File: config.mk
export PLATFORM = sky130hd
export DESIGN_NAME = mod_cnt
export DESIGN_NICKNAME = d
export VERILOG_FILES = /design/src/rtl/ex_cnt_pkg.sv /design/src/rtl/cnt_tick_gen.sv /design/src/rtl/mod_cnt.sv
export SDC_FILE = /design/constraint.sdc
export NUM_CORES = 1
export LEC_CHECK = 0
export CORE_ASPECT_RATIO = 1.2
export CORE_UTILIZATION = 45
export DETAILED_ROUTE_END_ITERATION = 10
export HOLD_SLACK_MARGIN = 0.12
export PLACE_DENSITY = 0.71
export SYNTH_ARGS = -nofsm -noshare
export SYNTH_HDL_FRONTEND = slang
export SYNTH_HIERARCHICAL = 1
export SYNTH_SLANG_ARGS = --single-unit
File: constraint.sdc
create_clock -name sclk -period 4.5 [get_ports sclk]
set_input_delay 0.9 -clock sclk [delete_from_list [all_inputs] [get_ports sclk]]
set_output_delay 0.9 -clock sclk [all_outputs]
set_load 0.05 [all_outputs]
File: src/rtl/ex_cnt_pkg.sv
// Shared definitions for the ex_cnt counter family: FSM state encoding and
// symbolic values for the direction and mode inputs.
package ex_cnt_pkg;

  typedef enum logic [1:0] {
    ST_IDLE = 2'd0,
    ST_RUN  = 2'd1,
    ST_DONE = 2'd2
  } cnt_state_e;

  localparam logic DIR_UP       = 1'b1;
  localparam logic DIR_DN       = 1'b0;
  localparam logic MODE_CONT    = 1'b0;
  localparam logic MODE_ONESHOT = 1'b1;

endpackage

File: src/rtl/cnt_tick_gen.sv
// Clock-enable prescaler: while the gate is open it counts gated cycles and
// emits one tick every pre_div+1 of them. sync_clr restarts the prescale.
module cnt_tick_gen #(
  parameter int PRE_W = 4
) (
  input  logic             sclk,
  input  logic             rst,
  input  logic             gate,
  input  logic             sync_clr,
  input  logic [PRE_W-1:0] pre_div,
  output logic             tick
);

  logic [PRE_W-1:0] r_pc;

  // The tick lands on the gated cycle where the phase counter reaches pre_div.
  assign tick = gate && (r_pc == pre_div);

  // Phase counter: cleared by sync_clr, frozen while the gate is closed.
  always_ff @(posedge sclk or posedge rst) begin
    if (rst)           r_pc <= '0;
    else if (sync_clr) r_pc <= '0;
    else if (gate)     r_pc <= tick ? '0 : r_pc + 1'b1;
  end

endmodule

File: src/rtl/mod_cnt.sv
// Modulo event/interval counter with programmable modulus, up/down direction,
// synchronous clear/load, prescaled count enable and a one-shot mode.
// Edge priority: rst > clr > load > start > count.
module mod_cnt
  import ex_cnt_pkg::*;
#(
  parameter int WIDTH = 10,
  parameter int PRE_W = 4
) (
  input  logic             sclk,
  input  logic             rst,
  input  logic             en,
  input  logic             clr,
  input  logic             load,
  input  logic [WIDTH-1:0] load_val,
  input  logic             dir,
  input  logic             mode,
  input  logic             start,
  input  logic [WIDTH-1:0] modulus,
  input  logic [PRE_W-1:0] pre_div,
  output logic [WIDTH-1:0] cnt,
  output logic             tc,
  output logic             busy,
  output logic             done
);

  cnt_state_e       r_state;
  logic [WIDTH-1:0] r_cnt;
  logic             r_tc;

  logic             w_gate;
  logic             w_start;
  logic             w_sync_clr;
  logic             w_tick;
  logic             w_term;
  logic [WIDTH-1:0] w_load_sat;
  logic [WIDTH-1:0] w_wrap;

  // Continuous mode counts whenever enabled (this is also what lifts IDLE or
  // DONE into RUN); one-shot mode only counts inside RUN.
  assign w_gate     = en && ((mode == MODE_CONT) || (r_state == ST_RUN));
  // start is only honoured in one-shot mode and outside RUN.
  assign w_start    = (mode == MODE_ONESHOT) && start && (r_state != ST_RUN);
  assign w_sync_clr = clr || load || w_start;
  assign w_load_sat = (load_val > modulus) ? modulus : load_val;
  // Start preset and continuous wrap target share the same value.
  assign w_wrap     = (dir == DIR_UP) ? '0 : modulus;
  // Up uses >= so a modulus lowered below cnt ends the cycle on the next tick.
  assign w_term     = (dir == DIR_UP) ? (r_cnt >= modulus) : (r_cnt == '0);

  cnt_tick_gen #(.PRE_W(PRE_W)) u_tick (
    .sclk     (sclk),
    .rst      (rst),
    .gate     (w_gate),
    .sync_clr (w_sync_clr),
    .pre_div  (pre_div),
    .tick     (w_tick)
  );

  // FSM: clear to IDLE, start into RUN, terminal one-shot tick into DONE.
  always_ff @(posedge sclk or posedge rst) begin
    if (rst) begin
      r_state <= ST_IDLE;
    end else if (clr) begin
      r_state <= ST_IDLE;
    end else if (load) begin
      r_state <= r_state;
    end else if (w_start) begin
      r_state <= ST_RUN;
    end else if (w_gate) begin
      if (mode == MODE_CONT)
        r_state <= ST_RUN;
      else if (w_tick && w_term)
        r_state <= ST_DONE;
    end
  end

  // Count datapath and terminal-count pulse; tc is a single-cycle strobe.
  always_ff @(posedge sclk or posedge rst) begin
    if (rst) begin
      r_cnt <= '0;
      r_tc  <= 1'b0;
    end else begin
      r_tc <= 1'b0;
      if (clr) begin
        r_cnt <= '0;
      end else if (load) begin
        r_cnt <= w_load_sat;
      end else if (w_start) begin
        r_cnt <= w_wrap;
      end else if (w_gate && w_tick) begin
        if (w_term) begin
          r_tc <= 1'b1;
          // One-shot holds the terminal value; continuous wraps.
          if (mode == MODE_CONT) r_cnt <= w_wrap;
        end else if (dir == DIR_UP) begin
          r_cnt <= r_cnt + 1'b1;
        end else begin
          r_cnt <= r_cnt - 1'b1;
        end
      end
    end
  end

  assign cnt  = r_cnt;
  assign tc   = r_tc;
  assign busy = (r_state == ST_RUN);
  assign done = (r_state == ST_DONE);

endmodule
## Word level (Yosys, flattened, before mapping)

Cells that the tools add are included.

- Output and inout port bits: 13
- Bits in registers: 17

- Reductions and logical operators: 15
- Mux-type cells: 24
- Bitwise operators: 1
- Magnitude comparators: 2
- Add/sub/neg operators: 3
- Equality and inequality tests: 7

Operators with widths:

| operator | number |
|---|---|
| 10-bit 2-to-1 mux | 9 |
| 2-bit 2-to-1 mux | 6 |
| 4-bit 2-to-1 mux | 3 |
| 10-bit by 1-bit adder with 10-bit output, second input constant | 1 |
| 10-bit >= comparator | 1 |
| 10-bit > comparator | 1 |
| 10-bit logical NOT | 1 |
| 10-bit by 1-bit subtractor with 10-bit output, second input constant | 1 |
| 1-bit logical AND | 6 |
| 1-bit 2-to-1 mux | 6 |
| 5-bit inequality test, second input constant | 1 |
| 4-bit by 1-bit adder with 4-bit output, second input constant | 1 |
| 4-bit equality test | 1 |
| 4-bit by 2-bit inequality test with 1-bit output, second input constant | 1 |
| 4-bit nonzero test | 1 |
| 1-bit logical OR | 3 |
| 3-bit AND reduction | 1 |
| 3-bit nonzero test | 1 |
| 2-bit by 1-bit equality test with 1-bit output, second input constant | 1 |
| 2-bit equality test, second input constant | 1 |
| 2-bit by 1-bit inequality test with 1-bit output, second input constant | 1 |
| 2-bit inequality test, second input constant | 1 |
| 2-bit AND reduction | 1 |
| 2-bit nonzero test | 1 |
| 1-bit inverter | 1 |

## Logic depth before layout (Yosys ltp)

- Depth after elaboration: 11
- Mapped depth: 9
- Depth with buffers taken out: 8

## Modules after synthesis

Netlist, hierarchy kept.

By module, submodules not included:

| module | area each (um^2) | instances | seq. area each (um^2) | cells an instance |
|---|---|---|---|---|
| mod_cnt | 2034.5 | 1 | 325.3 | 253 |
| cnt_tick_gen | 254.0 | 1 | 100.1 | 28 |

## Worst setup path before layout

OpenSTA, ideal clock, no wires.

- Path kind: input to register
- Start: in dir
- End: reg r_cnt[9], in the netlist cnt[9]
- Required time: 4.371 ns
- Setup slack: 1.450 ns
- Stages: 9
- Arrival: 2.921 ns
- Cell sequence: buf_4 inv_1 ha_1 or3_1 a21oi_2 nor4_1 or4b_1 a21oi_1 o32ai_1

- Word-level cells in the longest chain between the ends: 7
- Elaborated cells between the ends (all ways): 11
- Classes of those cells: eq/ne: 1; mux: 9; reduce/logical: 1

Ends and longest elaborated chain:

| item | line | RTL |
|---|---|---|
| from (decl) | mod_cnt.sv:16 | `input logic dir,` |
| 10-bit 2-to-1 mux | mod_cnt.sv:47 | `assign w_wrap = (dir == DIR_UP) ? '0 : modulus;` |
| 10-bit 2-to-1 mux | mod_cnt.sv:95 | `if (mode == MODE_CONT) r_cnt <= w_wrap;` |
| 10-bit 2-to-1 mux | mod_cnt.sv:92 | `if (w_term) begin` |
| 10-bit 2-to-1 mux | mod_cnt.sv:91 | `end else if (w_gate && w_tick) begin` |
| 10-bit 2-to-1 mux | mod_cnt.sv:89 | `end else if (w_start) begin` |
| 10-bit 2-to-1 mux | mod_cnt.sv:87 | `end else if (load) begin` |
| 10-bit 2-to-1 mux | mod_cnt.sv:85 | `if (clr) begin` |
| to (signal assigned) | mod_cnt.sv:88 | `r_cnt <= w_load_sat;` |
| to (signal assigned) | mod_cnt.sv:90 | `r_cnt <= w_wrap;` |
| to (signal assigned) | mod_cnt.sv:95 |  |
| to (decl) | mod_cnt.sv:28 | `logic [WIDTH-1:0] r_cnt;` |

Parallel ways exist; a longest one is shown, timed or not. The select of a mux whose other input is x is not followed.
A chain may end at the register's enable or synchronous reset.

## Final worst setup path

Ends and elaborated chain as after synthesis.

==> results.py <==
metrics = {
    "status": {
        "outcome": "complete, no violations",
    },
    "synth": {
        "synth_cells": 281,
        "yosys.area_share.simple_pct": 19.8,
        "synth_area_leader_cell": "dfrtp_1",
        "synth-edff-count": 0,
        "postSynthAreaPerCell_sq_um": 8.14,
        "postSynth.asyncResetShare_pct": 100,
        "synth_top_family_by_area": "compound AO/OA/AOI/OAI gates",
        "synth_compound_area_share_pct": 33.8,
        "synth_common_cells": "ha_1, inv_1, a21oi_1, dfrtp_1, nor2_1",
        "synth_cell_types": 59,
        "synth.area.top_cells": "dfrtp_1, ha_1, a21oi_1, inv_1, nor2_1",
        "netlist_area_sq_um": 2290,
        "synth_xor_area_share_pct": 3.06,
        "synth-seq-area-share_pct": 18.6,
        "synth_top_area_share_pct": 18.6,
        "yosysMostFrequentCell": "ha_1",
        "muxShareOfSynthArea_pct": 2.19,
        "syn_nets": 343,
        "synthAdderAreaFrac_pct": 16.7,
        "synth_ff_type": "dfrtp_1",
        "ys_seq_elements": 17,
        "yosysWarnings": 6,
    },
    "sta": {
        "period_share_pct": 74.6,
        "tns_ns": 0,
        "hold_viol": 0,
        "finalCriticalPeriod_ns": 3.36,
        "maxSlewHeadroom_pct": 59.3,
        "rsz0062_at_grt": "no",
        "slew_violations": 0,
        "finalClockSkew_ns": 0.00283,
        "tightest_slew_ns": 0.608,
        "finalSetupViolCount": 0,
        "clock.fmax_mhz": 298,
        "holdWs_ns": 0.543,
    },
    "cells_and_area": {
        "final_nets": 389,
        "antenna_cells": 0,
        "drive_gt1_share_pct": 6.44,
        "fill_cells": 455,
        "syn_to_final_growth_pct": 24.1,
    },
    "clock_tree": {
        "ctsHtreeMaxLevel": 1,
        "cts.reportedPaths.clkPinSlew_ns": 0.07,
        "cts_setup_buffers": 0,
        "worstSkewPairLatency_ns": 0.26,
        "cts_num_sinks": 17,
        "cts_tree": "yes",
        "cts_root_buffer": "clkbuf_8",
        "cts_made_buffers": 3,
        "hold_buffers": 0,
        "cts_resized": 0,
        "cts_buffer_depth": 2,
    },
    "grt": {
        "antenna_found_initial": 0,
        "grt_pass1_wl_microns": 10400,
        "grt_usage_pct": 25.3,
        "grt_max_degree": 15,
        "grt-ovfl-total": 0,
        "grt_pass1_vias": 2241,
    },
    "routing": {
        "via_per_inst": 6.08,
        "vias": 2348,
        "drt-pass1-iter-count": 4,
        "ant_nets": 0,
        "drtIter0Drc": 118,
        "drt_wl_total_microns": 6600,
        "avgRoutedWirePerCell_microns": 17.1,
        "drc": 0,
    },
    "worst_setup_path": {
        "worstSetupEndpointType": "register",
        "critPathLaunchType": "primary input",
        "crit_required_ns": 4.63,
        "critical_path_class": "in2reg",
        "cp.arrival_ns": 3.49,
        "critPathMaxFanout": 12,
        "r2r_slack_ns": 1.73,
    },
    "floorplanning": {
        "die_w_microns": 67.1,
        "num_rows": 28,
        "dieArea_sq_um": 5380,
        "fp.dieH_microns": 80.1,
        "initial_core_util_pct": 46.7,
        "coreArea_sq_um": 4900,
        "io_pins": 45,
    },
    "power_and_ir_drop": {
        "power.total_uw": 804,
        "switching_share_pct": 45.9,
        "power_switching_uw": 370,
        "p_seq_share_pct": 25.2,
        "power_frac_clock_pct": 14.8,
        "irDropWorstVdd_uv": 135,
        "p_int_uw": 435,
        "power_frac_comb_pct": 60.1,
        "leakagePower_uw": 0.00122,
        "powerDensity_nw_per_um2": 283,
    },
    "placed_design": {
        "numPortBuffers": 44,
        "gp_congestion": 1.01,
        "dp.final_hpwl_microns": 5300,
    },
    "run": {
        "maxCapViolCount": 0,
    },
    "hold_path": {
        "hp-class": "reg2reg",
    },
}
==> cell usage in the layout (no fill, tap or decap), types with 5 or more instances in the layout <==
cell / synthesis / layout
a21oi_1: 23 / 23
nor3_1: 8 / 8
nor4_1: 6 / 6
xnor2_1: 7 / 7
ha_1: 29 / 29
nor2_1: 17 / 17
dfrtp_1: 17 / 17
o211ai_1: 8 / 8
o221ai_1: 6 / 6
clkdlybuf4s50_1: 0 / 44
nand3_1: 12 / 12
a21bo_2: 5 / 5
nand2b_1: 8 / 8
inv_1: 27 / 27
nand4_1: 7 / 7
mux2i_1: 5 / 5
nand2_1: 10 / 10
o21ai_0: 12 / 12
==> cell families after synthesis <==
family                     Yosys count
and+or+nand+nor                     85
buffers and inverters               33
muxes                                5
AOI/OAI and AO/OA                  103
adders and majority gates           30
DFF                                 17
xor gates and xnor gates             8
==> worst max-delay path, stage by stage <==
cell,delay [ns]
clkdlybuf4s50_1,0.42
inv_1,0.37
ha_1,0.31
a211oi_1,0.40
o211a_1,0.28
nor4_1,0.07
or4b_1,0.47
a21oi_1,0.16
o32ai_1,0.11
==> worst paths after layout <==
check	from	cells after the start	endpoint
max reg2reg	cnt[0]	8	cnt[9]
max	dir	9	cnt[9]
min reg2reg	r_state[1]	1	r_state[1]
min in group asynchronous	rst	2	u_tick/r_pc[2]
max in group asynchronous	rst	2	r_state[0]
min	r_state[1]	1	r_state[1]
==> metal layers <==
layer | vias to the layer above | track usage, % | routed length [microns]
met5 | - | 0 | 0
met4 | 0 | 7.02 | 107
met3 | 11 | 1.70 | 420
met2 | 97 | 41.7 | 3030
met1 | 1057 | 35.0 | 3040
li1 | 1183 | - | -
==> final cells by class <==
| class | count | area [sq um] | area share [%] |
|---|---|---|---|
| clock inverters | 1 | 5.00 | 0.176 |
| clock buffers | 3 | 41.3 | 1.45 |
| flip-flops and latches | 17 | 425 | 15.0 |
| repair buffers | 47 | 463 | 16.3 |
| inverters | 27 | 101 | 3.57 |
| multi-input cells | 231 | 1730 | 60.9 |
| well taps | 60 | 75.1 | 2.64 |
==> stage by stage <==
step / cell area (sq um) / setup slack, ns / std cells / utilization (%)
CTS: 2840 / 1.16 / 386 / 57.9
floorplan: 2290 / 1.45 / 281 / -
global placement: 2790 / 0.936 / 382 / 57.0
detailed placement: 2790 / 0.894 / 382 / 57.0
finish: 2840 / 1.14 / 386 / 57.9
global route: 2840 / 0.996 / 386 / 57.9
==> state kept, by name (all words and copies together) (netlist names) <==
signal / count
cnt: 10
r_state: 2
tc: 1
u_tick/r_pc: 4
==> power groups by stage <==
| stage | logic, uW | registers (uW) | clock network [uW] |
|---|---|---|---|
| after floorplan | 287 | 247 | 0 |
| after global placement | 472 | 204 | 0 |
| after detailed placement | 477 | 204 | 0 |
| after CTS | 479 | 201 | 119 |
| after global routing | 532 | 204 | 127 |
| final | 483 | 202 | 119 |
(Power assumes the default switching activity.)
